### src/rtl/mem_wb_stage_hs.sv
// Memory/write-back stage: issues one request per memory op over a req/ack port,
// stalls upstream while it is outstanding, and registers the write-back result.
`timescale 1ns/1ps
module mem_wb_stage_hs #(
  parameter int DATA_W    = 16,
  parameter int ADDR_W    = 16,
  parameter int REG_W     = 3,
  parameter int TIMEOUT   = 64,
  parameter int ALIGN_CHK = 1
) (
  input  logic              clk,
  input  logic              rst,
  input  logic              in_valid,
  input  logic              stall_in,
  input  logic              halt,
  input  logic              mem_en,
  input  logic              mem_wr,
  input  logic              reg_wrt,
  input  logic [2:0]        wb_src,
  input  logic [REG_W-1:0]  write_reg,
  input  logic [DATA_W-1:0] alu_out,
  input  logic [DATA_W-1:0] set_val,
  input  logic [DATA_W-1:0] reg1_data,
  input  logic [DATA_W-1:0] reg2_data,
  input  logic [DATA_W-1:0] next_pc,
  input  logic [DATA_W-1:0] instr,
  output logic              mem_req,
  output logic              mem_we,
  output logic [ADDR_W-1:0] mem_addr,
  output logic [DATA_W-1:0] mem_wdata,
  input  logic [DATA_W-1:0] mem_rdata,
  input  logic              mem_ack,
  input  logic              mem_err,
  output logic              busy,
  output logic [DATA_W-1:0] fwd_data,
  output logic              out_valid,
  output logic              reg_wrt_out,
  output logic [REG_W-1:0]  write_reg_out,
  output logic [2:0]        wb_src_out,
  output logic [DATA_W-1:0] mem_out,
  output logic [DATA_W-1:0] wb_data,
  output logic              err,
  output logic              mem_dump,
  output logic [1:0]        state_dbg
);

  localparam int CNT_W = $clog2(TIMEOUT + 1);

  typedef enum logic [1:0] {
    S_IDLE = 2'd0,
    S_WAIT = 2'd1,
    S_HOLD = 2'd2
  } state_e;

  state_e              state_q;
  logic [CNT_W-1:0]    cnt_q;
  logic                mem_req_q;
  logic [2:0]          h_src_q;
  logic [REG_W-1:0]    h_reg_q;
  logic                h_wrt_q;
  logic                h_we_q;
  logic [ADDR_W-1:0]   h_addr_q;
  logic [DATA_W-1:0]   h_wdata_q;
  logic [DATA_W-1:0]   h_val_q;
  logic [DATA_W-1:0]   h_rd_q;
  logic                h_err_q;
  logic                out_valid_q;
  logic                reg_wrt_out_q;
  logic [REG_W-1:0]    write_reg_out_q;
  logic [2:0]          wb_src_out_q;
  logic [DATA_W-1:0]   mem_out_q;
  logic [DATA_W-1:0]   wb_data_q;
  logic                err_q;
  logic                mem_dump_q;

  logic                accept, acc_alu, acc_mem;
  logic                misalign, in_err;
  logic                in_wait, tmo, done;
  logic [DATA_W-1:0]   ld_rd;
  logic                ld_err;
  logic                err_set, err_d, dump_d;
  logic                ld_en, ld_wrt, ld_ierr;
  logic [REG_W-1:0]    ld_reg;
  logic [2:0]          ld_src;
  logic [DATA_W-1:0]   ld_mem, ld_wb;
  logic                unused_instr_hi;

  assign unused_instr_hi = ^instr[DATA_W-1:8];

  function automatic logic [DATA_W-1:0] src_mux(
    input logic [2:0]        sel,
    input logic [DATA_W-1:0] alu,
    input logic [DATA_W-1:0] npc,
    input logic [DATA_W-1:0] setv,
    input logic [DATA_W-1:0] ins,
    input logic [DATA_W-1:0] r1
  );
    logic [DATA_W-1:0] v;
    v = '0;
    case (sel)
      3'd1: v = alu;
      3'd2: v = npc;
      3'd3: v = setv;
      3'd4: v = {{(DATA_W-8){ins[7]}}, ins[7:0]};
      3'd5: v = {r1[DATA_W-9:0], ins[7:0]};
      3'd6: for (int i = 0; i < DATA_W; i++) v[i] = r1[DATA_W-1-i];
      default: v = '0;
    endcase
    return v;
  endfunction

  // Memory handshake: mem_req is held high from the cycle after accept until the
  // cycle in which mem_ack is seen; mem_we/mem_addr/mem_wdata stay constant for
  // that whole window. mem_rdata and mem_err are only sampled with mem_ack in WAIT.
  assign fwd_data = src_mux(wb_src, alu_out, next_pc, set_val, instr, reg1_data);
  assign busy     = (state_q != S_IDLE) | stall_in;
  assign accept   = (state_q == S_IDLE) & in_valid & ~stall_in;
  assign acc_alu  = accept & ~mem_en;
  assign acc_mem  = accept & mem_en;
  assign misalign = (ALIGN_CHK != 0) & mem_en & alu_out[0];
  assign in_err   = (wb_src == 3'd7) | misalign;

  assign in_wait = (state_q == S_WAIT);
  assign tmo     = in_wait & ~mem_ack & (cnt_q == CNT_W'(TIMEOUT - 1));
  assign done    = in_wait & (mem_ack | tmo);
  // A timed-out access completes like an ack with zero read data.
  assign ld_rd   = (mem_ack & ~h_we_q) ? mem_rdata : '0;
  assign ld_err  = h_err_q | tmo | (mem_ack & mem_err);

  assign err_set = (accept & in_err) | (in_wait & mem_ack & mem_err) | tmo;
  assign err_d   = err_q | err_set;
  assign dump_d  = (err_set & ~err_q) | (accept & halt);

  always_comb begin
    ld_en   = 1'b0;
    ld_wrt  = h_wrt_q;
    ld_ierr = h_err_q;
    ld_reg  = h_reg_q;
    ld_src  = h_src_q;
    ld_mem  = h_rd_q;
    ld_wb   = (h_src_q == 3'd0) ? h_rd_q : h_val_q;
    if (acc_alu) begin
      ld_en   = 1'b1;
      ld_wrt  = reg_wrt;
      ld_ierr = in_err;
      ld_reg  = write_reg;
      ld_src  = wb_src;
      ld_mem  = '0;
      ld_wb   = fwd_data;
    end else if (done & ~stall_in) begin
      ld_en   = 1'b1;
      ld_ierr = ld_err;
      ld_mem  = ld_rd;
      ld_wb   = (h_src_q == 3'd0) ? ld_rd : h_val_q;
    end else if ((state_q == S_HOLD) & ~stall_in) begin
      ld_en   = 1'b1;
    end
  end

  always_ff @(posedge clk or negedge rst) begin
    if (!rst) begin
      state_q         <= S_IDLE;
      cnt_q           <= '0;
      mem_req_q       <= 1'b0;
      h_src_q         <= '0;
      h_reg_q         <= '0;
      h_wrt_q         <= 1'b0;
      h_we_q          <= 1'b0;
      h_addr_q        <= '0;
      h_wdata_q       <= '0;
      h_val_q         <= '0;
      h_rd_q          <= '0;
      h_err_q         <= 1'b0;
      out_valid_q     <= 1'b0;
      reg_wrt_out_q   <= 1'b0;
      write_reg_out_q <= '0;
      wb_src_out_q    <= '0;
      mem_out_q       <= '0;
      wb_data_q       <= '0;
      err_q           <= 1'b0;
      mem_dump_q      <= 1'b0;
    end else begin
      err_q      <= err_d;
      mem_dump_q <= dump_d;

      case (state_q)
        S_IDLE: begin
          if (acc_mem) begin
            h_src_q   <= wb_src;
            h_reg_q   <= write_reg;
            h_wrt_q   <= reg_wrt;
            h_we_q    <= mem_wr;
            h_addr_q  <= alu_out[ADDR_W-1:0];
            h_wdata_q <= reg2_data;
            h_val_q   <= fwd_data;
            h_err_q   <= in_err;
            h_rd_q    <= '0;
            cnt_q     <= '0;
            mem_req_q <= 1'b1;
            state_q   <= S_WAIT;
          end
        end
        S_WAIT: begin
          if (done) begin
            mem_req_q <= 1'b0;
            h_rd_q    <= ld_rd;
            h_err_q   <= ld_err;
            state_q   <= stall_in ? S_HOLD : S_IDLE;
          end else begin
            cnt_q <= cnt_q + CNT_W'(1);
          end
        end
        S_HOLD: begin
          if (!stall_in) state_q <= S_IDLE;
        end
        default: state_q <= S_IDLE;
      endcase

      // Output register: load, hold under stall, or drop to a bubble.
      if (ld_en) begin
        out_valid_q     <= 1'b1;
        reg_wrt_out_q   <= ld_wrt & ~ld_ierr;
        write_reg_out_q <= ld_reg;
        wb_src_out_q    <= ld_src;
        mem_out_q       <= ld_mem;
        wb_data_q       <= ld_wb;
      end else if (!stall_in) begin
        out_valid_q   <= 1'b0;
        reg_wrt_out_q <= 1'b0;
      end
    end
  end

  assign mem_req       = mem_req_q;
  assign mem_we        = mem_req_q & h_we_q;
  assign mem_addr      = h_addr_q;
  assign mem_wdata     = h_wdata_q;
  assign out_valid     = out_valid_q;
  assign reg_wrt_out   = reg_wrt_out_q;
  assign write_reg_out = write_reg_out_q;
  assign wb_src_out    = wb_src_out_q;
  assign mem_out       = mem_out_q;
  assign wb_data       = wb_data_q;
  assign err           = err_q;
  assign mem_dump      = mem_dump_q;
  assign state_dbg     = state_q;

endmodule
### config.mk
export PLATFORM = sky130hd
export DESIGN_NAME = mem_wb_stage_hs
export DESIGN_NICKNAME = d
export VERILOG_FILES = /design/src/rtl/mem_wb_stage_hs.sv
export SDC_FILE = /design/constraint.sdc
export NUM_CORES = 1
export LEC_CHECK = 0
export CORE_MARGIN = 3
export CORE_UTILIZATION = 45
export DETAILED_ROUTE_END_ITERATION = 6
export PLACE_DENSITY = 0.8
export SKIP_LAST_GASP = 1
export SYNTH_ARGS = -nofsm -noshare
export SYNTH_HDL_FRONTEND = slang
export SYNTH_SLANG_ARGS = --single-unit
### constraint.sdc
create_clock -name clk -period 2.4 [get_ports clk]
set_input_delay 0.36 -clock clk [delete_from_list [all_inputs] [get_ports clk]]
set_output_delay 0.36 -clock clk [all_outputs]
set_load 0.05 [all_outputs]
==> results.sh <==
export IMPL_synthCells=706
export IMPL_slew_headroom_pct=51.47
export IMPL_worstReg2RegStart="state_dbg[1]"
export IMPL_synth_top_area_share_pct=49.51
export IMPL_io_pins=223
export IMPL_nNetsFinal=1070
export IMPL_cts_sinks=125
export IMPL_worst_setup_path_start_kind="input pin"
export IMPL_drive_gt1_share_pct=13.10
export IMPL_report_final_setup_viol=0
export IMPL_gp_congestion=0.9016
export IMPL_final_cell_area_um2=9766
export IMPL_grt_first_pass_wirelength_um=34360
export IMPL_nFillCells=984
export IMPL_row_count=42
export IMPL_hold_path_class="in -> reg"
export IMPL_die_h_um=124.5
export IMPL_cellLeakagePower_nw=4.382
export IMPL_drtAntennaViolNets=0
export IMPL_ys_flop_type="dfrtp_1"
export IMPL_p_per_area_nw_per_um2=940.4
export IMPL_yosys_top_cells_area="dfrtp_1 (50%), nand2_1 (12%), a221oi_1 (3.9%)"
export IMPL_cts_inserted_buffers=17
export IMPL_drt_pass1_iterations=5
export IMPL_finalSetupTns_ns=0
export IMPL_cp_arrival_ns=1.99
export IMPL_yosys_warnings=0
export IMPL_ys_types=52
export IMPL_cts_tree="yes"
export IMPL_yosys_register_bits=125
export IMPL_die_area_um2=15500
export IMPL_whs_path_depth=3
export IMPL_crit_start="wb_src[1]"
export IMPL_placed_area_um2=9100
export IMPL_max_freq_ghz=0.4261
export IMPL_dpl_hpwl_um=15480
export IMPL_antenna_found_initial=3
export IMPL_finalHoldViolations=0
export IMPL_power_w=0.009183
export IMPL_remaining_drc_errors=0
export IMPL_via_count=6457
export IMPL_core_area_um2=13510
export IMPL_fp_dieW_um=124.5
export IMPL_synth_area_per_cell_um2=8.948
export IMPL_placement_setup_worst_slack_ns=-0.1365
export IMPL_start_util_pct=46.78
export IMPL_period_share_pct=97.78
export IMPL_regToRegSetupSlack_ns=0.26
export IMPL_cts_clk_slew_worst_paths_ns=0.06
export IMPL_synth_enable_flop_cells=0
export IMPL_cts_path_max_buffers=2
export IMPL_netlist_area_um2=6317
export IMPL_setup_slack_ns=0.05321
export IMPL_area_growth_pct=54.59
export IMPL_post_drt_via_cell_ratio=5.699
export IMPL_skew_ns=0.01043
export IMPL_worstReg2RegEnd="wb_data[15]"
export IMPL_ys_seq_area_share_pct=49.51
export IMPL_io_buffers=214
export IMPL_status="complete, no violations"
export IMPL_grt_util_all_layers_pct=27.61
export IMPL_endpoint="fwd_data[11]"
export IMPL_mappedNetlistNets=835
export IMPL_endpoint_kind="output pin"
export IMPL_clk_latency_ns=0.42
export IMPL_path_class="in -> out"
export IMPL_fin_crit_ns=2.347
export IMPL_required_ns=2.04
export IMPL_cap_violations=0
export IMPL_rsz0062_at_grt="no"
export IMPL_root_buffer="clkbuf_16"
export IMPL_ir_drop_mv=0.8618
export IMPL_grt_max_degree=53
export IMPL_grt_pass1_vias=6333
export IMPL_grt_overflow=0
export IMPL_fin_hold_ws_ns=0.4660
export IMPL_synthArstFlopShare_pct=100.0
export IMPL_mostFrequentLayoutCell="nand2_1"
export IMPL_drt_iter0_markers=744
export IMPL_synth_top_area_cell="dfrtp_1"
export IMPL_wl_per_cell_um=19.06
export IMPL_slew_violations=0
export IMPL_tightest_slew_ns=0.7279
export IMPL_wl_um=21600
export IMPL_mostFrequentLayoutCells="nand2_1 (201), clkdlybuf4s50_1 (193), dfrtp_1 (125)"
export IMPL_cts_max_level=4
export IMPL_reg2reg_depth=6
export IMPL_crit_fanout=23
## flip-flops by register name, summed over array words and instances (netlist names), 2 cells and up
| name | count |
|---|---|
| mem_wdata | 16 |
| wb_data | 16 |
| mem_addr | 16 |
| mem_out | 16 |
| h_val_q | 16 |
| h_reg_q | 3 |
| h_src_q | 3 |
| state_dbg | 2 |
| write_reg_out | 3 |
| cnt_q | 7 |
| wb_src_out | 3 |
| h_rd_q | 16 |
## final cells by class
cell class	count	area [µm²]	area share (%)
clock buffers	19	452.9	4.638
diodes	3	7.507	0.07687
flip-flops and latches	125	3128	32.03
inverters	10	37.54	0.3844
clock inverters	13	178.9	1.832
repair buffers	269	2796	28.64
well taps	176	220.2	2.255
multi-input cells	518	2944	30.15
## what timing repair did
action / in CTS / in global routing
buffers inserted: 0 / 0
pin swaps: 0 / 0
endpoints found under the setup margin: 12 / 2
gates resized for setup: 3 / 3
hold buffers: 1 / 0
endpoints found under the hold margin: 12 / 0
## cell usage after synthesis (4+ instances only)
master,number
a2111oi_0,4
a211oi_1,8
a21o_1,5
a21oi_1,31
a221oi_1,28
a22o_1,23
a22oi_1,11
a311o_1,4
and2_1,5
buf_1,5
buf_2,19
clkbuf_1,26
dfrtp_1,125
inv_1,10
mux2_2,4
mux2i_1,19
nand2_1,202
nand2b_1,11
nand3_1,18
nor2_1,31
nor2b_1,8
nor3_1,4
o211ai_1,12
o21ai_0,48
o22ai_1,4
## critical path, stage by stage
cell and delay, ns:
clkdlybuf4s50_1 0.50, buf_12 0.18, buf_12 0.15, mux2i_4 0.24, o22ai_1 0.13, nor2_2 0.15, inv_1 0.10, buf_12 0.15
## how the worst min path moves through the flow
| stage | from | end | slack, ns |
|---|---|---|---|
| global placement | rst | cnt_q[3] | 0.43 |
| floorplan | rst | cnt_q[0] | 0.06 |
| finish | reg2_data[5] | mem_wdata[5] | 0.47 |
| global route | reg2_data[5] | mem_wdata[5] | 0.48 |
| detailed placement | rst | cnt_q[3] | 0.44 |
| CTS | reg2_data[5] | mem_wdata[5] | 0.46 |
## metal layers
layer	global-route usage [%]	up-vias	wire, µm
li1	-	2972	-
met1	35.33	3127	8928
met2	43.16	318	10090
met3	9.220	40	1903
met4	11.28	0	674
met5	0	-	0
## cells by family (layout without fill, tap and decap cells)
logic type               Yosys count  count (layout)  share of synthesized area, %
multiplexers                      23              23                         3.723
AND/OR/NAND/NOR                  293             293                         19.85
AO/OA/AOI/OAI                    198             198                         22.00
flip-flops                       125             125                         49.51
XOR/XNOR                           3               3                        0.4160
buffers and inverters             63             311                         4.298
other                              0               3                             0
adder cells (fa/ha/maj)            1               1                        0.1980
## report_power, final
part / internal, W / switching [W]
combinational: 0.00131 / 0.00217
sequential: 0.00260 / 0.000354
clock: 0.00171 / 0.00103
## through the flow
| stage | std cells | util [%] |
|---|---|---|
| 2_1_floorplan | 706 | - |
| 3_3_place_gp | 1097 | 67.38 |
| 3_5_place_dp | 1097 | 67.38 |
| 4_1_cts | 1130 | 72.14 |
| 5_1_grt | 1133 | 72.31 |
| 6_report | 1133 | 72.31 |
Note: power is estimated with default switching activity, not from simulation.
